File: src/rtl/sgb_rom_arb_pkg.sv
// rtl/sgb_rom_arb_pkg.sv - shared types and constants for the SGB ROM port arbiter
package sgb_rom_arb_pkg;

  typedef enum logic [1:0] {IDLE, SNES_WAIT, GB_WAIT} arb_state_t;
  typedef enum logic {REQ_SNES, REQ_GB} req_id_t;

  localparam logic [23:0] GB_BASE_DEFAULT = 24'h100000;
  localparam int          STARVE_W        = 4;

  // GB image offset plus cart address, wrapped to 24 bits and forced word-aligned
  function automatic logic [23:0] gb_word_addr(input logic [23:0] base, input logic [22:0] addr);
    logic [23:0] sum;
    sum = base + {1'b0, addr};
    return {sum[23:1], 1'b0};
  endfunction

endpackage

File: src/rtl/sgb_rom_req_latch.sv
// rtl/sgb_rom_req_latch.sv - pending flag and address capture for one requester
module sgb_rom_req_latch #(
  parameter int AW = 24
) (
  input  logic          clk,
  input  logic          rst_n,
  input  logic          req,
  input  logic [AW-1:0] addr,
  input  logic          issue,
  input  logic          done,
  output logic          pending,
  output logic          valid,
  output logic [AW-1:0] addr_eff,
  output logic [AW-1:0] addr_q
);

  logic in_flight;
  logic accept;

  // completion cycle reopens the latch so a same-cycle request is kept
  assign accept   = req && (!in_flight || done);
  assign valid    = pending || accept;
  assign addr_eff = accept ? addr : addr_q;

  always_ff @(posedge clk or negedge rst_n) begin
    if (!rst_n) begin
      pending   <= 1'b0;
      in_flight <= 1'b0;
      addr_q    <= '0;
    end else begin
      if (done) in_flight <= 1'b0;
      else if (issue) in_flight <= 1'b1;

      if (accept) begin
        pending <= 1'b1;
        addr_q  <= addr;
      end else if (done) begin
        pending <= 1'b0;
      end
    end
  end

endmodule

File: src/rtl/sgb_rom_arbiter.sv
// rtl/sgb_rom_arbiter.sv - SNES/GB arbiter for the shared SDRAM ROM read port
// Optional single-entry GB word cache: define SGB_ROM_GB_CACHE_EN.
module sgb_rom_arbiter
  import sgb_rom_arb_pkg::*;
#(
  parameter logic [23:0] GB_BASE    = GB_BASE_DEFAULT,
  parameter int          STARVE_MAX = 4
) (
  input  logic        clk,
  input  logic        rst_n,
  input  logic        snes_req,
  input  logic [23:0] snes_addr,
  output logic [15:0] snes_q,
  output logic        snes_ack,
  input  logic        gb_req,
  input  logic [22:0] gb_addr,
  output logic [7:0]  gb_q,
  output logic        gb_ack,
  output logic        mem_rd,
  output logic [23:0] mem_addr,
  input  logic        mem_ack,
  input  logic [15:0] mem_q,
  output logic        busy
);

  localparam logic [STARVE_W-1:0] STARVE_LIM = STARVE_W'(STARVE_MAX);

  arb_state_t          state, next_state;
  req_id_t             grant_id;
  logic                snes_issue, gb_issue, snes_done, gb_done;
  logic                snes_pend, gb_pend, snes_valid, gb_valid;
  logic [22:0]         snes_addr_eff, snes_addr_q_unused;
  logic [22:0]         gb_addr_eff, gb_addr_q;
  logic                gb_req_eff, gb_hit;
  logic [7:0]          hit_byte;
  logic [STARVE_W-1:0] starve_cnt;
  logic                unused_snes_bit0;

  assign unused_snes_bit0 = snes_addr[0];

  sgb_rom_req_latch #(.AW(23)) u_snes_latch (
    .clk(clk), .rst_n(rst_n), .req(snes_req), .addr(snes_addr[23:1]),
    .issue(snes_issue), .done(snes_done), .pending(snes_pend),
    .valid(snes_valid), .addr_eff(snes_addr_eff), .addr_q(snes_addr_q_unused)
  );

  sgb_rom_req_latch #(.AW(23)) u_gb_latch (
    .clk(clk), .rst_n(rst_n), .req(gb_req_eff), .addr(gb_addr),
    .issue(gb_issue), .done(gb_done), .pending(gb_pend),
    .valid(gb_valid), .addr_eff(gb_addr_eff), .addr_q(gb_addr_q)
  );

  assign gb_req_eff = gb_req && !gb_hit;
  assign mem_rd     = (state != IDLE);
  assign busy       = snes_pend || gb_pend || (state != IDLE);

`ifdef SGB_ROM_GB_CACHE_EN
  logic        cache_valid;
  logic [23:0] cache_tag;
  logic [15:0] cache_word;

  // a hit on the GB completion cycle would collide on gb_ack, so it goes to memory
  assign gb_hit   = gb_req && cache_valid && !gb_done && (gb_word_addr(GB_BASE, gb_addr) == cache_tag);
  assign hit_byte = gb_addr[0] ? cache_word[15:8] : cache_word[7:0];

  always_ff @(posedge clk or negedge rst_n) begin
    if (!rst_n) begin
      cache_valid <= 1'b0;
      cache_tag   <= '0;
      cache_word  <= '0;
    end else if (gb_done) begin
      cache_valid <= 1'b1;
      cache_tag   <= mem_addr;
      cache_word  <= mem_q;
    end
  end
`else
  assign gb_hit   = 1'b0;
  assign hit_byte = 8'h00;
`endif

  always_ff @(posedge clk or negedge rst_n) begin
    if (!rst_n) state <= IDLE;
    else        state <= next_state;
  end

  always_comb begin
    next_state = state;
    grant_id   = REQ_SNES;
    snes_issue = 1'b0;
    gb_issue   = 1'b0;
    snes_done  = 1'b0;
    gb_done    = 1'b0;
    case (state)
      IDLE: begin
        if (gb_valid && (!snes_valid || starve_cnt == STARVE_LIM)) grant_id = REQ_GB;
        if (snes_valid || gb_valid) begin
          if (grant_id == REQ_GB) begin
            gb_issue   = 1'b1;
            next_state = GB_WAIT;
          end else begin
            snes_issue = 1'b1;
            next_state = SNES_WAIT;
          end
        end
      end
      SNES_WAIT: if (mem_ack) begin
        snes_done  = 1'b1;
        next_state = IDLE;
      end
      GB_WAIT: if (mem_ack) begin
        gb_done    = 1'b1;
        next_state = IDLE;
      end
      default: next_state = IDLE;
    endcase
  end

  always_ff @(posedge clk or negedge rst_n) begin
    if (!rst_n) begin
      mem_addr   <= '0;
      snes_q     <= '0;
      gb_q       <= '0;
      snes_ack   <= 1'b0;
      gb_ack     <= 1'b0;
      starve_cnt <= '0;
    end else begin
      snes_ack <= snes_done;
      gb_ack   <= gb_done || gb_hit;

      if (snes_issue)    mem_addr <= {snes_addr_eff, 1'b0};
      else if (gb_issue) mem_addr <= gb_word_addr(GB_BASE, gb_addr_eff);

      if (snes_done) snes_q <= mem_q;
      if (gb_done)     gb_q <= gb_addr_q[0] ? mem_q[15:8] : mem_q[7:0];
      else if (gb_hit) gb_q <= hit_byte;

      if (gb_issue || !gb_valid)                   starve_cnt <= '0;
      else if (snes_issue && starve_cnt != STARVE_LIM) starve_cnt <= starve_cnt + 1'b1;
    end
  end

endmodule

File: config.mk
export PLATFORM = sky130hd
export DESIGN_NAME = sgb_rom_arbiter
export DESIGN_NICKNAME = d
export VERILOG_FILES = /design/src/rtl/sgb_rom_arb_pkg.sv /design/src/rtl/sgb_rom_req_latch.sv /design/src/rtl/sgb_rom_arbiter.sv
export SDC_FILE = /design/constraint.sdc
export NUM_CORES = 1
export LEC_CHECK = 0
export BUFFER_PORTS_ARGS = -buffer_cell sky130_fd_sc_hd__buf_2
export CAP_MARGIN = 40
export CORE_MARGIN = 2
export CORE_UTILIZATION = 50
export CTS_BUF_LIST = sky130_fd_sc_hd__clkbuf_4 sky130_fd_sc_hd__clkbuf_8
export CTS_CLUSTER_DIAMETER = 60
export DETAILED_ROUTE_END_ITERATION = 10
export PLACE_DENSITY = 0.76
export SLEW_MARGIN = 20
export SYNTH_ARGS = -nofsm -noshare
export SYNTH_HDL_FRONTEND = slang
export SYNTH_SLANG_ARGS = --single-unit
File: constraint.sdc
create_clock -name clk -period 6.3 [get_ports clk]
set_input_delay 0 -clock clk [delete_from_list [all_inputs] [get_ports clk]]
set_output_delay 0 -clock clk [all_outputs]
set_load 0.01 [all_outputs]
==> impl_metrics.csv, run 1 <==
group,metric,value,unit
run_status,outcome,"finished clean",
timing,tightestPinTransition,0.763,ns
yosys,ys_ff_latch,105,
yosys,syn_inst,340,
clocking,cts_resized,0,
power_and_ir_drop,p_per_area,487,mW/mm²
cells_and_area,drive_gt1_share,39.2,%
grt,overflow,0,
floorplan,io_pins,120,
grt,grt_pass1_vias,3710,
yosys,async_flop_share,100,%
detailed_routing,ant_nets,0,
setup_path,path_cells,"inv_1 -> ha_1 -> clkinv_1 -> a211oi_2 -> buf_6 -> inv_2 -> o221a_1",
cells_and_area,final_common_cell,"buf_2",
cells_and_area,synthToLayoutAreaGrowth,34.8,%
power_and_ir_drop,p_leak,2.91,nW
timing,final_max_slew_viol_count,0,
clocking,cts_buffers,9,
timing,rsz0062_at_grt,"false",
yosys,ys.flop_type,"dfrtp_1",
yosys,netlist_area,0.00449,mm²
floorplan,start_util,51.5,%
floorplan,num_rows,34,
detailed_routing,firstDrtPassIters,4,
floorplan,die-area,0.00975,mm²
timing,maxSlewHeadroom,49.1,%
clocking,clockBufferDepth,2,
clocking,htree_levels,3,
floorplan,core_region_area,0.00872,mm²
yosys,yosysSeqAreaShare,58.5,%
clocking,cts_tree,"yes",
setup_path,crit_fanout,19,
floorplan,die_y,98.8,µm
timing,period_share,45.6,%
setup_path,cp.arrival,3.12,ns
yosys,synth.net_count,414,
clocking,cts_root_buf,"clkbuf_8",
timing,period_needed,2.87,ns
detailed_routing,viasPerCell,5.24,
clocking,insertion_delay,0.36,ns
detailed_routing,drc_errors,0,
hold_path,min_path_cells,3,
setup_path,timing_worst_setup_path_type,"reg -> reg",
power_and_ir_drop,power,0.00295,W
setup_path,cpPeakStageDelay,0.65,ns
cells_and_area,finish.utilization,69.4,%
timing,hold_violations,0,
grt,grt_max_degree,42,
setup_path,worstSetupEndpointType,"register",
setup_path,worst_path_max_delay_cell,"ha_1",
setup_path,r2r_cells,7,
detailed_routing,wl_per_cell,16.8,µm
clocking,cts_sinks,105,
timing,holdWs,0.0261,ns
cells_and_area,diodes,0,
hold_path,hold_path.class,"in -> reg",
detailed_routing,wl,10.6,mm
placement,portBuffers,117,
yosys,syn_area_per_cell,13.2,µm²
cells_and_area,mostFrequentLayoutCells,"116 x buf_2, 105 x dfrtp_1, 63 x dlygate4sd3_1",
placement,dp_hpwl,6.64,mm
grt,grt_antenna_before_repair,0,
placement,gp_congestion,0.803,
detailed_routing,drtIter0Drc,110,
yosys,ys_warn_count,0,
setup_path,cp_data_required_time,6.55,ns
cells_and_area,nets,595,
yosys,synth_edf_count,0,
detailed_routing,vias,3325,
grt,track_usage,22.8,%
timing,clock.fmax,348,MHz
grt,grt_pass1_wl,17.7,mm
timing,finalClockSkew,0.0148,ns
cells_and_area,fillers,620,
yosys,synthDistinctLibCells,44,
setup_path,cp-start-kind,"register",
timing,setup_viol,0,
flow_run,maxCapViolCount,0,
clocking,cts.clk_slew.worst_paths,0.10,ns
power_and_ir_drop,ir_drop,0.223,mV
floorplan,die_x,98.8,µm
timing,setup_tns,0,ns
==> metal layers <==
metal	global-route usage, %	part of all wire, %	wire length [µm]
met1	28.4	42	4480
met2	39.9	51	5480
met5	0	0	0
met3	4.89	5.1	542
met4	7.17	1.4	146
==> worst paths after layout <==
check,from,end,slack (ns)
setup / recovery,state[1],mem_addr[23],3.43
hold / removal,gb_req,u_gb_latch.addr_q[22],0.03
setup reg to reg,state[1],mem_addr[23],3.43
hold reg to reg,mem_addr[16],mem_addr[16],0.48
max in group asynchronous,rst_n,starve_cnt[0],5.16
min in group asynchronous,rst_n,u_gb_latch.addr_q[10],0.12
==> Yosys cell counts, types with 2 or more instances <==
master	n	area [µm²]
a21bo_2	3	30.0
a21o_1	3	22.5
a21oi_1	8	40.0
a32oi_1	11	96.3
and2_1	2	12.5
buf_2	5	25.0
buf_4	2	15.0
buf_6	4	45.0
clkbuf_1	4	15.0
dfrtp_1	105	2630
ha_1	6	75.1
inv_1	7	26.3
mux2_1	4	45.0
mux2_2	37	417
mux2_4	20	300
mux2i_1	11	110
nand2_1	44	165
nand2b_1	8	50.1
nand3_1	8	40.0
nor2_1	6	22.5
nor2b_1	2	12.5
o21ai_0	11	55.1
o21ai_1	2	10.0
o221a_1	7	78.8
==> worst max-delay path: cells and delay by family (launching register included) <==
kind | cells | cell delay (ns)
flops | 1 | 0.43
fa+ha+maj | 1 | 0.65
buf+inv | 4 | 0.89
compound gates | 2 | 0.79
==> through the flow <==
stage,setup WS (ns),cells,area [µm²]
after global placement,3.09,551,5120
after floorplan,4.23,340,4490
after detailed placement,3.43,554,5170
after global routing,3.25,634,6050
after CTS,3.43,633,6020
final,3.43,634,6050
==> area by class of cell <==
cell class | instances | area (µm²) | share of cell area (%)
flip-flops and latches | 105 | 2630 | 43.4
multi-input cells | 211 | 1730 | 28.6
repair buffers | 185 | 1300 | 21.5
well taps | 108 | 135 | 2.23
clock buffers | 9 | 124 | 2.05
clock inverters | 7 | 100 | 1.65
inverters | 9 | 33.8 | 0.558
==> power by group <==
group | switching, W | internal [W] | total, W
logic | 0.000680 | 0.000643 | 0.00132
clock network | 0.000233 | 0.000228 | 0.000461
registers | 0.000155 | 0.00101 | 0.00116
total | 0.00107 | 0.00188 | 0.00295
==> registers in the layout, indices dropped and copies added, names as in the netlist <==
name,flops
gb_ack,1
starve_cnt,4
state,2
u_gb_latch.in_flight,1
u_snes_latch.addr_q,23
snes_ack,1
u_gb_latch.addr_q,23
u_gb_latch.pending,1
snes_q,16
mem_addr,23
u_snes_latch.pending,1
u_snes_latch.in_flight,1
gb_q,8
==> cells by family (layout without fill, tap and decap cells) <==
kind of cell | Yosys count | after routing | share of synthesized area, %
and+or+nand+nor | 76 | 76 | 7.64
other | 1 | 1 | 0.0835
DFF | 105 | 105 | 58.5
buffers and inverters | 24 | 210 | 2.98
AOI/OAI and AO/OA | 56 | 56 | 9.67
adders and majority gates | 6 | 6 | 1.67
muxes | 72 | 72 | 19.4
==> repair_timing <==
item                      in CTS  in global routing
hold endpoints to repair     113                  0
setup buffers                  0                  0
hold buffers                  63                  0
No activity file was read; power rests on OpenSTA's default activity.
==> run 2, diff against run 1 <==
--- a/config.mk
+++ b/config.mk
@@ -5,6 +5,7 @@
 export SDC_FILE = /design/constraint.sdc
 export NUM_CORES = 1
 export LEC_CHECK = 0
+export ABC_AREA = 1
 export BUFFER_PORTS_ARGS = -buffer_cell sky130_fd_sc_hd__buf_2
 export CAP_MARGIN = 40
 export CORE_MARGIN = 2
==> constraint.sdc (replaced) <==
create_clock -name clk -period 2.7 [get_ports clk]
set_input_delay 0 -clock clk [delete_from_list [all_inputs] [get_ports clk]]
set_output_delay 0 -clock clk [all_outputs]
set_load 0.01 [all_outputs]
==> impl_metrics.csv, run 2 <==
group,metric,value,unit
yosys,synthAdderAreaFrac,1.61,%
yosys,ys.flop_type,"dfrtp_1",
yosys,yosys-top-cells-area,"dfrtp_1 56%, nand2_1 16%, nand3_1 6.7%",
cells_and_area,final_common_cell,"nand2_1",
timing,final_max_slew_viol_count,0,
cells_and_area,mostFrequentLayoutCells,"193 x nand2_1, 116 x buf_2, 105 x dfrtp_1",
timing,rsz0062_at_grt,"false",
yosys,synthDistinctLibCells,25,
floorplan,num_rows,35,
setup_path,cp.arrival,2.44,ns
timing,hold_violations,0,
yosys,yosysSeqAreaShare,56.3,%
detailed_routing,ant_nets,0,
yosys,synth_mux_area_share,0,%
yosys,synth_top_family_by_area,"simple AND/OR/NAND/NOR gates",
placement,gp_congestion,0.843,
cells_and_area,drive_gt1_share,21.7,%
hold_path,min_path_cells,3,
yosys,ys_ff_latch,105,
grt,grt_pass1_wl,19.3,mm
yosys,synth_edf_count,0,
timing,tightestPinTransition,0.676,ns
grt,overflow,0,
setup_path,r2r_cells,10,
cells_and_area,stdcell_count,843,
power_and_ir_drop,ir_drop,0.585,mV
setup_path,r2r-end,"mem_addr[15]",
yosys,async_flop_share,100,%
setup_path,cp-start-kind,"register",
yosys,synth_top_area_share,56.3,%
clocking,cts_sinks,105,
power_and_ir_drop,p_leak,3.40,nW
detailed_routing,wl_per_cell,14.0,µm
clocking,hold_buffers,64,
placement,placed_cells,764,
yosys,synth_common_cells,"193 x nand2_1, 105 x dfrtp_1, 62 x nand3_1, 59 x inv_1, 36 x o21ai_0",
timing,period_share,81.2,%
timing,setup_tns,0,ns
setup_path,worstSetupEndpointType,"register",
clocking,cts.clk_slew.worst_paths,0.10,ns
hold_path,min_from,"gb_req",
detailed_routing,wl_met1,5.19,mm
yosys,synth.net_count,626,
floorplan,die_x,101,µm
timing,setup_viol,0,
cells_and_area,synthToLayoutAreaGrowth,32.6,%
clocking,htree_levels,3,
timing,holdWs,0.0324,ns
detailed_routing,wl_met3,773,µm
clocking,clockBufferDepth,2,
yosys,netlist_area,0.00466,mm²
yosys,syn_inst,552,
yosys,yosys.area_share.simple,27.8,%
clocking,cts_buffers,9,
yosys,syn_area_per_cell,8.45,µm²
detailed_routing,drc_errors,0,
grt,track_usage,24.0,%
cells_and_area,diodes,0,
floorplan,core_region_area,0.00915,mm²
clocking,cts_resized,0,
flow_run,maxCapViolCount,0,
setup_path,r2r_slack,0.51,ns
setup_path,crit_fanout,31,
power_and_ir_drop,p_per_area,1080,mW/mm²
cells_and_area,nets,802,
clocking,cts_setup_buffers,0,
floorplan,io_pins,120,
timing,finalClockSkew,0.0130,ns
yosys,synth_xor_area_share,0.188,%
timing,period_needed,2.19,ns
timing,maxSlewHeadroom,55.0,%
detailed_routing,vias,4281,
detailed_routing,routed.top_layer,"met4",
timing,clock.fmax,456,MHz
detailed_routing,drtIter0Drc,232,
hold_path,hold_path.class,"in -> reg",
placement,portBuffers,117,
detailed_routing,viasPerCell,5.08,
run_status,outcome,"finished clean",
yosys,yosysMostFrequentCell,"nand2_1",
cells_and_area,largest_registers,"mem_addr x23, u_gb_latch.addr_q x23, u_snes_latch.addr_q x23",
floorplan,die_y,101,µm
clocking,cts_root_buf,"clkbuf_8",
setup_path,timing_worst_setup_path_type,"reg -> reg",
cells_and_area,fillers,705,
detailed_routing,wl,11.8,mm
detailed_routing,firstDrtPassIters,5,
yosys,ys_warn_count,0,
clocking,insertion_delay,0.35,ns
hold_path,hold_end,"u_gb_latch.addr_q[22]",
clocking,cts_tree,"yes",
grt,grt_max_degree,56,
setup_path,cp_data_required_time,2.94,ns
floorplan,die-area,0.0101,mm²
placement,dp_hpwl,7.60,mm
yosys,yosysTopAreaCell,"dfrtp_1",
yosys,synth_compound_area_share,6.31,%
grt,grt_antenna_before_repair,0,
grt,grt_pass1_vias,4143,
setup_path,rr_startpoint,"state[0]",
floorplan,start_util,51.0,%
detailed_routing,wl_met2,5.70,mm
==> run 2: worst max-delay path, stage by stage, from the launching register on <==
cell and delay, ns:
dfrtp_1 0.36, inv_1 0.07, ha_1 0.20, nand2_2 0.10, nand2_4 0.08, nand2_4 0.31
nand2_4 0.20, a21oi_4 0.39, nand2_1 0.18, nor2_1 0.12, nor2_1 0.05
==> run 2: layout make-up <==
| cell class | count | area (µm²) | area share, % |
|---|---|---|---|
| timing repair buffer | 189 | 1300 | 21.0 |
| sequential | 105 | 2630 | 42.5 |
| clock inverter | 5 | 78.8 | 1.28 |
| clock buffer | 10 | 131 | 2.13 |
| tap | 111 | 139 | 2.25 |
| multi-input combinational | 363 | 1680 | 27.2 |
| inverter | 60 | 225 | 3.64 |
==> run 2: cells by family after synthesis <==
| group | count (synthesis) |
|---|---|
| other | 1 |
| buffers and inverters | 84 |
| DFF | 105 |
| and+or+nand+nor | 303 |
| xor gates and xnor gates | 1 |
| adders and majority gates | 6 |
| AOI/OAI and AO/OA | 52 |
==> run 2: metal layers <==
metal	global-route usage (%)	vias up
li1	-	2060
met3	4.58	20
met4	6.74	0
met2	39.8	168
met5	0	-
met1	32.5	2033
==> run 2: stage by stage <==
stage          total power, W  setup WS, ns  instance area [µm²]  utilization, %
2_1_floorplan         0.00461         0.964                 4660               -
3_3_place_gp          0.00542         0.581                 5330            58.3
3_5_place_dp          0.00555         0.527                 5330            58.3
4_1_cts               0.00667         0.514                 6180            67.5
5_1_grt               0.00722         0.320                 6180            67.5
6_report              0.00667         0.506                 6180            67.5
==> run 2: worst max-delay path by stage <==
| stage | start | endpoint | slack (ns) |
|---|---|---|---|
| 4_1_cts | state[0] | mem_addr[11] | 0.51 |
| 3_5_place_dp | state[0] | mem_addr[11] | 0.53 |
| 3_3_place_gp | state[0] | mem_addr[11] | 0.58 |
| 5_1_grt | state[0] | mem_addr[10] | 0.32 |
| 2_1_floorplan | state[0] | mem_addr[21] | 0.96 |
| 6_report | state[0] | mem_addr[15] | 0.51 |
==> run 2: report_power, final <==
part,leakage (nW),switching [W],internal (W)
clock network,0.110,0.000520,0.000529
logic,2.02,0.00190,0.00108
registers,1.27,0.000342,0.00230
total,3.40,0.00276,0.00391
